==> src/rtl/imem_param.sv <==
// imem_param: parameterised instruction memory.
//
// After reset, an internal sequencer writes FILL to every word (INIT). It then
// serves fetches and program loads (RUN).
//
// Fetch port:
//   - fetch_req / fetch_addr in.
//   - fetch_rdata / fetch_valid / fetch_err out, registered with one-cycle latency.
//   - A misaligned or out-of-range byte address returns fetch_err=1 and fetch_rdata=0.
//
// Load port:
//   - load_valid / load_ready handshake.
//   - load_first starts a burst at load_addr. Later beats auto-increment and wrap.
//   - words_loaded counts beats since the last load_first and saturates at DEPTH.
//
// Status:
//   - busy: high while the reset sweep runs.
//
// Clock and reset:
//   - clk: all state updates on the rising edge.
//   - reset: synchronous, active-high.
module imem_param #(
  parameter int               WIDTH = 32,
  parameter int               DEPTH = 16,
  parameter int               AW    = $clog2(DEPTH),
  parameter logic [WIDTH-1:0] FILL  = {WIDTH{1'b0}}
) (
  input  logic             clk,
  input  logic             reset,
  input  logic             fetch_req,
  input  logic [31:0]      fetch_addr,
  output logic [WIDTH-1:0] fetch_rdata,
  output logic             fetch_valid,
  output logic             fetch_err,
  input  logic             load_valid,
  output logic             load_ready,
  input  logic             load_first,
  input  logic [AW-1:0]    load_addr,
  input  logic [WIDTH-1:0] load_data,
  output logic             busy,
  output logic [AW:0]      words_loaded
);

  typedef enum logic {
    ST_INIT = 1'b0,
    ST_RUN  = 1'b1
  } state_e;

  localparam logic [AW-1:0] SWEEP_LAST = AW'(DEPTH - 1);
  localparam logic [AW:0]   WL_ONE     = (AW + 1)'(1);
  localparam logic [AW:0]   WL_MAX     = (AW + 1)'(DEPTH);

  state_e           state_q, state_d;
  logic [AW-1:0]    sweep_q, sweep_d;
  logic [AW-1:0]    lptr_q, lptr_d;
  logic [AW:0]      wl_q, wl_d;
  logic [WIDTH-1:0] rdata_q, rdata_d;
  logic             fvalid_q, fvalid_d;
  logic             ferr_q, ferr_d;

  logic [WIDTH-1:0] mem_q [DEPTH];

  logic             wr_en;
  logic [AW-1:0]    wr_addr;
  logic [WIDTH-1:0] wr_data;

  logic [AW-1:0]    fetch_idx;
  logic             fetch_bad;

  assign fetch_idx = fetch_addr[AW+1:2];
  // Any set bit above the array, or a non-word-aligned address, is an error.
  assign fetch_bad = (fetch_addr[1:0] != 2'b00) || (fetch_addr[31:AW+2] != '0);

  // Status outputs are plain decodes of the state register.
  assign busy         = (state_q == ST_INIT);
  assign load_ready   = (state_q == ST_RUN);
  assign fetch_rdata  = rdata_q;
  assign fetch_valid  = fvalid_q;
  assign fetch_err    = ferr_q;
  assign words_loaded = wl_q;

  // Next-state logic: the sweep sequencer, fetch response and load bookkeeping.
  always_comb begin
    state_d  = state_q;
    sweep_d  = sweep_q;
    lptr_d   = lptr_q;
    wl_d     = wl_q;
    rdata_d  = rdata_q;
    fvalid_d = 1'b0;
    ferr_d   = ferr_q;
    wr_en    = 1'b0;
    wr_addr  = '0;
    wr_data  = '0;
    case (state_q)
      ST_INIT: begin
        wr_en   = 1'b1;
        wr_addr = sweep_q;
        wr_data = FILL;
        sweep_d = sweep_q + 1'b1;
        if (sweep_q == SWEEP_LAST) begin
          state_d = ST_RUN;
        end else begin
          state_d = ST_INIT;
        end
      end
      ST_RUN: begin
        // The read uses the array before this cycle's write lands, so a
        // colliding load is seen only by the next fetch.
        if (fetch_req) begin
          fvalid_d = 1'b1;
          if (fetch_bad) begin
            rdata_d = '0;
            ferr_d  = 1'b1;
          end else begin
            rdata_d = mem_q[fetch_idx];
            ferr_d  = 1'b0;
          end
        end else begin
          fvalid_d = 1'b0;
        end
        if (load_valid) begin
          wr_en   = 1'b1;
          wr_addr = load_first ? load_addr : lptr_q;
          wr_data = load_data;
          lptr_d  = wr_addr + 1'b1;
          if (load_first) begin
            wl_d = WL_ONE;
          end else if (wl_q != WL_MAX) begin
            wl_d = wl_q + 1'b1;
          end else begin
            wl_d = wl_q;
          end
        end else begin
          wr_en = 1'b0;
        end
      end
      default: begin
        state_d = ST_INIT;
        sweep_d = '0;
      end
    endcase
  end

  // Control and fetch-output registers with synchronous reset.
  always_ff @(posedge clk) begin
    if (reset) begin
      state_q  <= ST_INIT;
      sweep_q  <= '0;
      lptr_q   <= '0;
      wl_q     <= '0;
      rdata_q  <= '0;
      fvalid_q <= 1'b0;
      ferr_q   <= 1'b0;
    end else begin
      state_q  <= state_d;
      sweep_q  <= sweep_d;
      lptr_q   <= lptr_d;
      wl_q     <= wl_d;
      rdata_q  <= rdata_d;
      fvalid_q <= fvalid_d;
      ferr_q   <= ferr_d;
    end
  end

  // Storage array. It is not reset directly: the sweep refills it, and a beat
  // presented together with reset is dropped.
  always_ff @(posedge clk) begin
    if (!reset && wr_en) begin
      mem_q[wr_addr] <= wr_data;
    end
  end

endmodule

==> config.mk <==
export PLATFORM = sky130hd
export DESIGN_NAME = imem_param
export DESIGN_NICKNAME = d
export VERILOG_FILES = /design/src/rtl/imem_param.sv
export SDC_FILE = /design/constraint.sdc
export NUM_CORES = 1
export LEC_CHECK = 0
export CAP_MARGIN = 20
export CORE_ASPECT_RATIO = 0.6
export CORE_MARGIN = 4
export CORE_UTILIZATION = 30
export DETAILED_ROUTE_END_ITERATION = 12
export PLACE_DENSITY = 0.46
export SYNTH_ARGS = -nofsm -noshare
export SYNTH_HDL_FRONTEND = slang
export SYNTH_SLANG_ARGS = --single-unit
==> constraint.sdc <==
create_clock -name clk -period 6.4 [get_ports clk]
set_clock_uncertainty 0.05 [all_clocks]
set_input_delay 0.96 -clock clk [delete_from_list [all_inputs] [get_ports clk]]
set_output_delay 0.96 -clock clk [all_outputs]
set_load 0.01 [all_outputs]
==> flow_metrics.py <==
metrics = {
    "clock_tree": {
        "cts_setup_buffers": 0,
        "cts_buffers": 53,
        "cts_tree": "built",
        "htreeDepth": 2,
        "cts_root_buffer": "clkbuf_16",
        "cts.sinks": 560,
        "cts_resized": 0,
        "ctsHoldBuffers": 0,
        "clk_pin_slew_worst_paths_ns": 0.06,
        "clk_latency_ns": 0.61,
        "clk_path_buf_depth": 3,
    },
    "placed_design": {
        "io_buffers": 113,
        "dp.final_hpwl_mm": 36.55,
        "gp_congestion": 0.7280,
    },
    "synthesis": {
        "avgSynthCellArea_um2": 17.64,
        "synth_edf_count": 512,
        "synthArstFlopShare_pct": 0,
        "synthAdderAreaFrac_pct": 0.2239,
        "ys_seq_elements": 560,
        "synth_cell_types": 49,
        "synth_top_family_by_area": "multiplexers",
        "synth_compound_area_share_pct": 4.876,
        "synthFlopType": "edfxtp_1",
        "seq_area_frac_synth_pct": 73.09,
        "synth_area_um2": 22350,
        "synth_simple_gate_area_share_pct": 6.942,
        "synth_xor_area_share_pct": 0.1959,
        "syn_inst": 1267,
        "yosys-mux-area-fraction_pct": 12.48,
        "ys_warn_count": 0,
        "syn-num-nets": 1344,
    },
    "pwr": {
        "power_per_cell_area_nw_per_um2": 288.6,
        "leakagePower_nw": 8.236,
        "p_comb_share_pct": 5.1,
        "power_mw": 7.647,
        "seqPwrFrac_pct": 52.3,
        "internal-power_mw": 6.009,
        "ir_drop_mv": 0.2104,
        "p_clk_share_pct": 42.7,
        "p_sw_share_pct": 21.41,
        "p_switching_mw": 1.637,
    },
    "worst_setup_path": {
        "critPathBufInv": 2,
        "cp.arrival_ns": 3.95,
        "crit_chain": "clkdlybuf4s50_1, mux2i_1, a2bb2oi_1, nand3b_1, nor2_4, buf_4",
        "slowest_delay_ns": 0.89,
        "crit_slowest_cell": "nor2_4",
        "required_ns": 6.64,
        "cp_num_cells": 6,
        "reg2regPathDepth": 6,
        "cp-end-kind": "flip-flop",
        "start_kind": "input port",
        "cp-startpoint": "load_first",
        "critPathKind": "in2reg",
        "cpLargestDelayFamily": "simple AND/OR/NAND/NOR gates",
        "crit_path_max_fanout": 21,
        "r2r-start": "load_ready$_SDFF_PP0_",
    },
    "detailed_routing": {
        "ant_nets": 0,
        "vias": 12060,
        "wl_per_cell_um": 25.38,
        "drc_errors": 0,
        "dr.pass1.iters": 5,
        "drt_iter0_markers": 1084,
        "wirelength_mm": 61.37,
        "vias_per_cell": 4.988,
    },
    "sta": {
        "finalSetupTns_ns": 0,
        "rsz0062_at_grt": "false",
        "hold_violations": 0,
        "tightest_slew_ns": 1.058,
        "timing.fmax_mhz": 269.6,
        "setup_viol": 0,
        "slew_viol_final": 0,
        "slew_headroom_pct": 29.50,
        "layout_min_cycle_time_ns": 3.709,
        "fin_crit_sh_pct": 57.95,
    },
    "die": {
        "die_h_um": 219.4,
        "rows": 77,
        "core_area_um2": 73700,
        "die_w_um": 360.4,
        "initial_core_util_pct": 30.33,
        "die_area_um2": 79080,
        "design.portCount": 114,
    },
    "min_path": {
        "whs_path_depth": 2,
        "min-delay-start": "lptr_q[1]$_SDFFE_PP0P_",
        "min_path_type": "reg2reg",
    },
    "global_routing": {
        "grt_pass1_vias": 12327,
        "antenna_found_initial": 1,
        "grt_pass1_wl_mm": 89.11,
        "grtUsageTotal_pct": 15.38,
        "grt_max_degree": 68,
        "grt-ovfl-total": 0,
    },
    "finish": {
        "drive_gt1_share_pct": 17.05,
        "final_nets": 1464,
        "fill_cells": 6925,
        "antenna_cells": 0,
        "syn_to_final_growth_pct": 18.55,
    },
    "flow_run": {
        "drv_cap": 0,
    },
    "outcome": {
        "outcome": "completed",
    },
}
power groups by stage:
stage               Combinational [mW]  Sequential [mW]  Clock (mW)
floorplan                        0.231             4.07           0
global placement                 0.390             4.08           0
detailed placement               0.393             4.08           0
CTS                              0.394             4.00        3.35
global route                     0.415             4.00        3.52
finish                           0.386             4.00        3.26
synth_stat cells, types with 11 or more instances:
cell type / count / area [µm²]
a2111oi_0: 14 / 122.6
a2111oi_2: 18 / 270.3
a21oi_1: 41 / 205.2
and2_1: 32 / 200.2
and3_1: 33 / 206.5
buf_2: 11 / 55.05
buf_4: 14 / 105.1
clkbuf_1: 36 / 135.1
dfxtp_1: 48 / 960.9
edfxtp_1: 512 / 15370
mux2i_1: 131 / 1311
mux4_2: 63 / 1419
nor2_1: 60 / 225.2
nor2b_1: 33 / 206.5
nor3_1: 15 / 75.07
nor3_2: 18 / 180.2
nor4_1: 36 / 225.2
o21ai_0: 34 / 170.2
o22ai_1: 34 / 212.7
through the flow:
| step | hold WS, ns | std cells | util, % | cell area (µm²) | worst slack [ns] |
|---|---|---|---|---|---|
| 5_1_grt | 0.4357 | 2418 | 35.95 | 26500 | 2.502 |
| 6_report | 0.4140 | 2418 | 35.95 | 26500 | 2.691 |
| 3_5_place_dp | 0.4051 | 2319 | 33.51 | 24690 | 2.030 |
| 2_1_floorplan | 0.3838 | 1267 | - | 22350 | 2.742 |
| 3_3_place_gp | 0.3999 | 2315 | 33.38 | 24600 | 2.083 |
| 4_1_cts | 0.4140 | 2418 | 35.95 | 26500 | 2.707 |
sequential cells by signal, indices dropped and copies added (netlist names):
signal        count
words_loaded      5
fetch_rdata      32
fetch_valid       1
load_ready        1
lptr_q            4
mem_q           512
fetch_err         1
sweep_q           4
per-layer routing:
layer	GRT usage (%)	part of all wire [%]	routed length, µm
met1	23.98	51	31260
met2	22.47	42	25950
met3	2.896	5.5	3370
met4	2.591	1.3	794
met5	0	0	0
worst paths after layout:
path / to / slack [ns]
setup / recovery: mem_q[4][28]$_DFFE_PP_ / 2.69
hold / removal: lptr_q[1]$_SDFFE_PP0P_ / 0.41
setup reg to reg: mem_q[13][13]$_DFFE_PP_ / 2.88
hold reg to reg: lptr_q[1]$_SDFFE_PP0P_ / 0.41
layout make-up:
class	instances	area, µm²	area share, %
Clock buffer	81	1573	5.936
Clock inverter	18	229.0	0.8641
Inverter	6	22.52	0.08500
Multi-Input combinational cell	623	5659	21.36
Sequential cell	560	16340	61.66
Tap cell	987	1235	4.661
Timing Repair Buffer	143	1441	5.440
cell usage in the layout (no fill, tap or decap), drive strengths merged, types with 2 or more instances in the layout:
cell type,count
a2111oi,32
a211oi,4
a21o,2
a21oi,42
a22o,2
a22oi,2
and2,32
and3,33
buf,34
bufinv,4
clkbuf,82
clkdlybuf4s50,108
clkinv,7
clkinvlp,5
dfxtp,48
edfxtp,512
ha,4
inv,8
mux2,3
mux2i,131
mux4,64
nand2,10
nand2b,3
nand3,2
nand3b,6
nand4,3
nor2,60
nor2b,33
nor3,33
nor4,37
o21ai,34
o22ai,34
or3b,2
or4,3
xnor2,3
xor2,2
tightest hold or removal path, delay by kind of cell, from the launching register on:
kind,cells,cell delay (ns)
DFF,1,0.31
AOI/OAI and AO/OA,1,0.05
and+or+nand+nor,1,0.05
cell families after synthesis:
| family | after synthesis |
|---|---|
| AOI/OAI and AO/OA | 155 |
| xor gates and xnor gates | 5 |
| adders and majority gates | 4 |
| buffers and inverters | 84 |
| DFF | 560 |
| muxes | 198 |
| and+or+nand+nor | 261 |
No activity file was read; power rests on OpenSTA's default activity.
